File: src/rtl/nn_ctrl_queue_regs.sv
// Memory-mapped control register bank with a doorbell-fed descriptor FIFO and
// an issue FSM that hands queued ops to the layer FSM over a begin/ready handshake.
module nn_ctrl_queue_regs #(
    parameter int unsigned          DATA_W      = 16,
    parameter int unsigned          ADDR_W      = 16,
    parameter logic [ADDR_W-1:0]    BASE_ADDR   = 16'h8000,
    parameter int unsigned          QUEUE_DEPTH = 4
) (
    input  logic              clk,
    input  logic              rst_n,
    input  logic              we,
    input  logic [ADDR_W-1:0] addr,
    input  logic [DATA_W-1:0] wdata,
    output logic [DATA_W-1:0] rdata,
    input  logic [DATA_W-1:0] cache_rdata,
    output logic [ADDR_W-1:0] cache_addr,
    output logic [DATA_W-1:0] cache_wdata,
    output logic              cache_we,
    input  logic              fsm_ready,
    output logic              fsm_begin_op,
    output logic [DATA_W-1:0] offset,
    output logic [DATA_W-1:0] dest,
    output logic [DATA_W-1:0] num_ops,
    output logic [1:0]        cache_com_sel,
    output logic              weight_not_index,
    output logic              param_not_layer,
    output logic [1:0]        act_func_sel,
    output logic              write_reverse,
    output logic [1:0]        weight_op_sel,
    output logic [1:0]        index_op_sel,
    output logic              busy,
    output logic              irq
);

    localparam int unsigned CNT_W  = $clog2(QUEUE_DEPTH) + 1;
    localparam int unsigned PTR_W  = $clog2(QUEUE_DEPTH);
    localparam int unsigned DESC_W = 3 * DATA_W + 11;

    localparam logic [2:0] RegOffset   = 3'd0;
    localparam logic [2:0] RegDest     = 3'd1;
    localparam logic [2:0] RegNumOps   = 3'd2;
    localparam logic [2:0] RegCacheCom = 3'd3;
    localparam logic [2:0] RegControl  = 3'd4;
    localparam logic [2:0] RegDoorbell = 3'd5;
    localparam logic [2:0] RegStatus   = 3'd6;
    localparam logic [2:0] RegDoneCnt  = 3'd7;

    typedef enum logic [1:0] {StIdle, StAck, StRun} state_e;

    // Address decode
    logic [ADDR_W-1:0] rel_addr;
    logic              in_win;
    logic [2:0]        reg_sel;
    logic              wr_win;

    assign rel_addr = addr - BASE_ADDR;
    assign in_win   = (rel_addr < ADDR_W'(8));
    assign reg_sel  = rel_addr[2:0];
    assign wr_win   = we & in_win;

    assign cache_addr  = addr;
    assign cache_wdata = wdata;
    assign cache_we    = we & ~in_win;

    // Staging registers
    logic [DATA_W-1:0] stg_offset_q, stg_dest_q, stg_num_ops_q;
    logic [3:0]        stg_cache_com_q;
    logic [6:0]        stg_control_q;

    always_ff @(posedge clk or negedge rst_n) begin
        if (!rst_n) begin
            stg_offset_q    <= '0;
            stg_dest_q      <= '0;
            stg_num_ops_q   <= '0;
            stg_cache_com_q <= '0;
            stg_control_q   <= '0;
        end else if (wr_win) begin
            case (reg_sel)
                RegOffset:   stg_offset_q    <= wdata;
                RegDest:     stg_dest_q      <= wdata;
                RegNumOps:   stg_num_ops_q   <= wdata;
                RegCacheCom: stg_cache_com_q <= wdata[3:0];
                RegControl:  stg_control_q   <= wdata[6:0];
                default: ;
            endcase
        end
    end

    // Descriptor FIFO
    logic [DESC_W-1:0] fifo_mem [QUEUE_DEPTH];
    logic [PTR_W-1:0]  wr_ptr_q, rd_ptr_q;
    logic [CNT_W-1:0]  count_q;
    logic              full;
    logic              push_req, push, pop;
    logic              ovf_set;

    assign full     = (count_q == CNT_W'(QUEUE_DEPTH));
    assign push_req = wr_win & (reg_sel == RegDoorbell);
    assign push     = push_req & ~full;
    assign ovf_set  = push_req & full;

    always_ff @(posedge clk or negedge rst_n) begin
        if (!rst_n) begin
            for (int i = 0; i < int'(QUEUE_DEPTH); i++) begin
                fifo_mem[i] <= '0;
            end
            wr_ptr_q <= '0;
            rd_ptr_q <= '0;
            count_q  <= '0;
        end else begin
            if (push) begin
                fifo_mem[wr_ptr_q] <= {stg_offset_q, stg_dest_q, stg_num_ops_q,
                                       stg_cache_com_q, stg_control_q};
                wr_ptr_q <= wr_ptr_q + PTR_W'(1);
            end
            if (pop) begin
                rd_ptr_q <= rd_ptr_q + PTR_W'(1);
            end
            case ({push, pop})
                2'b10:   count_q <= count_q + CNT_W'(1);
                2'b01:   count_q <= count_q - CNT_W'(1);
                default: ;
            endcase
        end
    end

    // Issue FSM
    state_e state_q, state_d;
    logic   begin_q;
    logic   done;

    always_ff @(posedge clk or negedge rst_n) begin
        if (!rst_n) begin
            state_q <= StIdle;
            begin_q <= 1'b0;
        end else begin
            state_q <= state_d;
            begin_q <= pop;
        end
    end

    always_comb begin
        state_d = state_q;
        pop     = 1'b0;
        done    = 1'b0;
        case (state_q)
            StIdle: begin
                if ((count_q != '0) && fsm_ready) begin
                    pop     = 1'b1;
                    state_d = StAck;
                end
            end
            StAck: begin
                if (!fsm_ready) state_d = StRun;
            end
            StRun: begin
                if (fsm_ready) begin
                    done    = 1'b1;
                    state_d = StIdle;
                end
            end
            default: state_d = StIdle;
        endcase
    end

    // Active descriptor, loaded only on issue so staging writes never disturb it
    logic [DATA_W-1:0] act_offset_q, act_dest_q, act_num_ops_q;
    logic [3:0]        act_cache_com_q;
    logic [6:0]        act_control_q;

    always_ff @(posedge clk or negedge rst_n) begin
        if (!rst_n) begin
            act_offset_q    <= '0;
            act_dest_q      <= '0;
            act_num_ops_q   <= '0;
            act_cache_com_q <= '0;
            act_control_q   <= '0;
        end else if (pop) begin
            {act_offset_q, act_dest_q, act_num_ops_q, act_cache_com_q, act_control_q}
                <= fifo_mem[rd_ptr_q];
        end
    end

    // Status, sticky bits and completion counter
    logic              ovf_q, done_sticky_q, irq_en_q;
    logic [DATA_W-1:0] done_cnt_q;
    logic              wr_status;

    assign wr_status = wr_win & (reg_sel == RegStatus);

    always_ff @(posedge clk or negedge rst_n) begin
        if (!rst_n) begin
            ovf_q         <= 1'b0;
            done_sticky_q <= 1'b0;
            irq_en_q      <= 1'b0;
            done_cnt_q    <= '0;
        end else begin
            // Set takes priority over W1C
            if (ovf_set)                     ovf_q <= 1'b1;
            else if (wr_status && wdata[10]) ovf_q <= 1'b0;
            if (done)                        done_sticky_q <= 1'b1;
            else if (wr_status && wdata[11]) done_sticky_q <= 1'b0;
            if (wr_status)                   irq_en_q <= wdata[15];
            // Clear takes priority over a coincident completion
            if (wr_win && (reg_sel == RegDoneCnt)) done_cnt_q <= '0;
            else if (done)                         done_cnt_q <= done_cnt_q + DATA_W'(1);
        end
    end

    always_comb begin
        rdata = '0;
        if (in_win) begin
            case (reg_sel)
                RegOffset:   rdata = stg_offset_q;
                RegDest:     rdata = stg_dest_q;
                RegNumOps:   rdata = stg_num_ops_q;
                RegCacheCom: rdata[3:0] = stg_cache_com_q;
                RegControl:  rdata[6:0] = stg_control_q;
                RegStatus: begin
                    rdata[CNT_W-1:0] = count_q;
                    rdata[8]         = busy;
                    rdata[9]         = full;
                    rdata[10]        = ovf_q;
                    rdata[11]        = done_sticky_q;
                    rdata[15]        = irq_en_q;
                end
                RegDoneCnt:  rdata = done_cnt_q;
                default:     rdata = '0;
            endcase
        end else begin
            rdata = cache_rdata;
        end
    end

    assign fsm_begin_op     = begin_q;
    assign offset           = act_offset_q;
    assign dest             = act_dest_q;
    assign num_ops          = act_num_ops_q;
    assign cache_com_sel    = act_cache_com_q[3:2];
    assign weight_not_index = act_cache_com_q[1];
    assign param_not_layer  = act_cache_com_q[0];
    assign act_func_sel     = act_control_q[6:5];
    assign write_reverse    = act_control_q[4];
    assign weight_op_sel    = act_control_q[3:2];
    assign index_op_sel     = act_control_q[1:0];
    assign busy             = (state_q != StIdle);
    assign irq              = done_sticky_q & irq_en_q;

endmodule

File: config.mk
export PLATFORM = sky130hd
export DESIGN_NAME = nn_ctrl_queue_regs
export DESIGN_NICKNAME = d
export VERILOG_FILES = /design/src/rtl/nn_ctrl_queue_regs.sv
export SDC_FILE = /design/constraint.sdc
export NUM_CORES = 1
export LEC_CHECK = 0
export BUFFER_PORTS_ARGS = -buffer_cell sky130_fd_sc_hd__buf_2
export CAP_MARGIN = 25
export CORE_MARGIN = 3
export CORE_UTILIZATION = 25
export CTS_BUF_LIST = sky130_fd_sc_hd__clkbuf_8
export CTS_CLUSTER_DIAMETER = 60
export CTS_CLUSTER_SIZE = 16
export DETAILED_ROUTE_END_ITERATION = 7
export GPL_ROUTABILITY_DRIVEN = 0
export SLEW_MARGIN = 20
export SYNTH_ARGS = -nofsm -noshare
export SYNTH_HDL_FRONTEND = slang
export SYNTH_SLANG_ARGS = --single-unit
File: constraint.sdc
create_clock -name clk -period 2.5 [get_ports clk]
set_input_delay 0.5 -clock clk [delete_from_list [all_inputs] [get_ports clk]]
set_output_delay 0.5 -clock clk [all_outputs]
set_load 0.005 [all_outputs]
Word level (Yosys, flattened, before mapping):

Index checks and enable logic that the tools add are counted.

* register bits: 383
* bits of input ports: 52
* output and inout port bits: 111
* word-level logic and storage cells: 107

* add/sub/neg operators: 6
* magnitude comparators: 4
* eq/ne operators: 15
* muxes and demuxes: 29
* bitwise operators: 11
* reductions and logical operators: 19

Operators by type and width (number)
* 236-bit bitwise mux: 1
* 59-bit 2-to-1 mux: 3
* 59-bit binary-select mux with 2-bit select: 1
* 59-bit demux with 2-bit select: 1
* 16-bit 2-to-1 mux: 3
* 3-bit one-hot mux with 7 select lines: 1
* 4-bit one-hot mux with 5 select lines: 1
* 16-bit by 1-bit adder with 16-bit output, second input constant: 1
* 16-bit by 4-bit < comparator with 1-bit output, second input constant: 1
* 16-bit subtractor, second input constant: 1
* 3-bit equality test, second input constant: 5
* 3-bit one-hot mux with 5 select lines: 1
* 3-bit one-hot mux with 4 select lines: 1
* 2-bit AND reduction: 5
* 2-bit nonzero test: 5
* 1-bit 2-to-1 mux: 8
* 1-bit AND: 7
* 3-bit by 2-bit equality test with 1-bit output, second input constant: 2
* 3-bit >= comparator, second input constant: 2
* 2-bit 2-to-1 mux: 3
* 2-bit inequality test, second input constant: 3
* 2-bit NOT with 3-bit output: 2
* 1-bit one-hot mux with 6 select lines: 1
* 2-bit one-hot mux with 3 select lines: 1
* other kinds (16): 24

Depth between registers and ports, before layout:

* depth after elaboration: 7
* gate-level depth with buffers: 10
* mapped depth without buffers: 9

Worst setup path before layout:

OpenSTA, ideal clock, no wires.

* kind: input to output
* from: in addr[8]
* to: out rdata[3]
* data arrival time: 2168 ps
* required time: 2000 ps
* slack: -168 ps
* stages: 5
* buffers on the path: 2
* path through: or4_4 -> or4_1 -> clkbuf_1 -> clkbuf_1 -> o31ai_1

* cells in the longest elaborated chain, start to end: 3

RTL lines
* start: declaration: RTL line 12 `input logic [ADDR_W-1:0] addr,`
* 16-bit subtractor: RTL line 56 `assign rel_addr = addr - BASE_ADDR;`
* 16-bit by 4-bit < comparator with 1-bit output: RTL line 57 `assign in_win = (rel_addr < ADDR_W'(8));`
* 16-bit 2-to-1 mux: RTL line 212 `if (in_win) begin`
* end: declaration: RTL line 14 `output logic [DATA_W-1:0] rdata,`

No other way between the ends.

Final worst setup path:

* from: in addr[9]
* to: out rdata[11]

The elaborated chain is that of the path after synthesis.

==> flow_metrics.tcl <==
set metrics [dict create \
    grt.met3_usage 0.0299 \
    hold_path_depth 2 \
    wl_per_cell_um 20.1 \
    area_growth_syn_to_layout_pct 20.2 \
    setup_ws_ns -0.244 \
    coreArea_um2 67900 \
    fmax_mhz 364 \
    design_power_total_mw 12.8 \
    period_share 1.10 \
    root_buffer "clkbuf_8" \
    viasPerCell 4.60 \
    clkSinkCount 383 \
    cp.required_ns 2.00 \
    cts_tree "yes" \
    hold_path.class "in -> reg" \
    hold_viol_final 0 \
    gr-total-overflow 0 \
    dr.first_iter.drc_count 634 \
    ir_drop_mv 0.401 \
    p_per_area_nw_per_um2 614 \
    critical-path-max-stage-delay_ns 0.53 \
    place_hpwl_mm 32.2 \
    antenna_found_initial 4 \
    cp_num_buf_inv 4 \
    h-tree-depth 2 \
    grt_pass1_wl_mm 69.2 \
    cp.arrival_ns 2.24 \
    synth_seq_cells 383 \
    num_antenna_cells 0 \
    die_x_um 269 \
    grt_start_max_net_pins 64 \
    grtUsageMet2 0.193 \
    route.detailed.drc 0 \
    endpoint_kind "primary output" \
    synthFlopType "dfrtp_1" \
    row_count 95 \
    path_max_fanout 8 \
    p_int_mw 9.03 \
    synth_top_area_frac 0.555 \
    cts.clk_slew.worst_paths_ns 0.10 \
    die_y_um 269 \
    regToRegSetupSlack_ns 0.21 \
    grt_use_met1 0.183 \
    p_sw_frac 0.292 \
    postSynthCellCount 1140 \
    outcome "finished with violations" \
    p_clk_frac 0.312 \
    yosys.area_share.adder 0.00550 \
    final-max-slew-violation-count 0 \
    combPwrFrac 0.177 \
    track_usage 0.126 \
    p_sw_mw 3.73 \
    worstMarginPinSlew_ns 0.571 \
    initial_core_util 0.255 \
    yosysWarningCount 0 \
    drt-total-wl_mm 45.8 \
    synth_xor_area_frac 0.00963 \
    synth.distinct_cells 61 \
    relSlewSlack 0.620 \
    layout.nets 1396 \
    cts_buffers 35 \
    synth_area_um2 17300 \
    setup_viol 17 \
    finalSetupTns_ns -3.12 \
    clock_latency_ns 0.57 \
    reg2regPathDepth 10 \
    ios 163 \
    grt_pass1_vias 10800 \
    muxShareOfSynthArea 0.332 \
    crit_family "simple AND/OR/NAND/NOR gates" \
    firstDrtPassIters 5 \
    worstSetupStartpointType "primary input" \
    worstHoldStart "fsm_ready" \
    leakagePower_nw 10.2 \
    synthSimpleGateAreaFrac 0.0382 \
    yosysTopAreaCell "dfrtp_1" \
    syn_avg_cell_area_um2 15.2 \
    seqPwrFrac 0.512 \
    drive_gt1_frac 0.585 \
    synth-edff-count 0 \
    drtAntennaViolNets 0 \
    path_cells "buf_6 -> or4_4 -> or4_4 -> buf_12 -> clkbuf_16 -> nand2_2 -> o21ai_1 -> buf_2" \
    async_flop_share 1.00 \
    crit_type "in -> out" \
    global_route.peak_usage_layer "met2" \
    slowest_stage "or4_4" \
    rsz0062_at_grt "true" \
    numPortBuffers 162 \
    synth-compound-area-share 0.0269 \
    synth_top_family_by_area "multiplexers" \
    fin_crit_ns 2.74 \
    regToRegStartpoint "count_q[1]" \
    die-area_um2 72300 \
    rr_endpoint "count_q[2]" \
    synth.area.top_cells "dfrtp_1, mux2_2, mux4_2" \
    max-clock-path-buffers 3 \
    maxCapViolations 0 \
    cp_common_cell "or4_4" \
    worstHoldEndpoint "state_q[1]" \
    fin_worst_skew_ns 0.0221 \
    vias 10500 \
    ys_seq_area_frac 0.555 \
    violations "negative setup slack" \
    syn_nets 1199 \
]
[cell families (layout without fill, tap and decap cells)]
group,count (synthesis),after routing
AOI/OAI and AO/OA,67,67
xor gates and xnor gates,19,19
adders and majority gates,7,7
buffers and inverters,112,327
DFF,383,383
muxes,441,441
and+or+nand+nor,111,111
[synthesized netlist by cell type, types with 2 or more instances]
cell type / number
a211oi_1: 3
a21oi_1: 11
a221oi_1: 5
a22o_1: 4
a22oi_1: 7
a2bb2oi_1: 4
a31oi_1: 2
and2_1: 5
buf_1: 24
buf_2: 9
buf_4: 32
buf_6: 3
clkbuf_1: 30
clkinv_1: 2
dfrtp_1: 383
ha_1: 6
inv_1: 11
mux2_2: 341
mux2_4: 30
mux2i_1: 11
mux4_2: 59
nand2_1: 26
nand3_1: 9
nand3_4: 3
nand3b_1: 4
nand4_1: 6
nor2_1: 21
nor2b_1: 3
nor3_1: 10
nor3b_1: 2
nor4_1: 4
nor4_4: 2
nor4bb_1: 2
o21ai_0: 15
o22a_1: 3
o31ai_1: 4
or3_1: 2
or4_1: 2
xnor2_1: 12
xor2_1: 7
[power by group through the flow]
stage | clock (mW) | combinational, mW | sequential [mW]
finish | 3.98 | 2.25 | 6.53
global route | 4.40 | 2.44 | 6.56
CTS | 4.16 | 2.31 | 6.53
detailed placement | 0 | 2.25 | 6.64
global placement | 0 | 2.22 | 6.64
floorplan | 0 | 1.41 | 6.50
[flip-flops by register name (all words and copies together) (netlist names), 4 cells and up]
signal	cells
stg_dest_q	16
stg_control_q	7
act_control_q	7
stg_offset_q	16
fifo_mem	236
act_cache_com_q	4
stg_num_ops_q	16
dest	16
offset	16
stg_cache_com_q	4
done_cnt_q	16
num_ops	16
[per-stage QoR]
step / area [um^2] / utilization / setup WS, ns / std cells / hold WS [ns]
5_1_grt: 20800 / 0.306 / -0.294 / 2276 / 0.156
3_5_place_dp: 19800 / 0.292 / -0.352 / 2212 / 0.487
2_1_floorplan: 17300 / - / -0.0242 / 1140 / 0.204
3_3_place_gp: 19800 / 0.292 / -0.325 / 2212 / 0.481
6_report: 20800 / 0.306 / -0.244 / 2276 / 0.175
4_1_cts: 20600 / 0.304 / -0.237 / 2274 / 0.127
[cell type report]
type	instances	area, um^2
Fill cell	6748	47100
Sequential cell	383	9600
Multi-Input combinational cell	645	7310
Timing Repair Buffer	259	1950
Tap cell	921	1150
Clock buffer	39	537
Clock inverter	16	176
Inverter	13	48.8
[worst max path at each step]
stage | startpoint | to | slack, ns | cells past startpoint
2_1_floorplan | addr[13] | rdata[3] | -0.02 | 5
6_report | addr[9] | rdata[11] | -0.24 | 8
4_1_cts | addr[8] | rdata[6] | -0.24 | 7
5_1_grt | addr[9] | rdata[15] | -0.29 | 8
3_5_place_dp | addr[13] | rdata[7] | -0.35 | 7
3_3_place_gp | addr[13] | rdata[7] | -0.33 | 7
[repair_timing]
action / in CTS / in global routing
setup buffers: 7 / 0
gates resized for setup: 25 / 24
pin swaps: 4 / 13
hold buffers: 1 / 0
setup endpoints to repair: 17 / 17
gates cloned: 0 / 2
hold endpoints to repair: 53 / 0
[layer usage]
metal	part of all wire	up-vias
met2	0.45	257
met5	0.00057	-
met1	0.48	5605
li1	-	4562
met3	0.060	48
met4	0.015	4
[layout by cell type, fill, tap and decap left out, drive strengths merged, types with 2 or more instances in the layout]
cell	n
nand3	12
nor3	10
a21oi	11
ha	6
nand3b	4
buf	256
inv	20
nor2	21
dfrtp	383
clkinv	7
xor2	7
bufinv	2
a22oi	7
o31ai	4
o21ai	15
nor4	6
a2bb2oi	4
a31oi	2
o22a	3
and2	6
or3	2
nand2	26
clkbuf	41
mux2	371
a22o	4
or4	3
mux2i	11
mux4	59
xnor2	12
nand4	7
nor2b	3
a211oi	3
nor3b	2
nor4bb	2
a221oi	5
No activity file was read; power rests on OpenSTA's default activity.
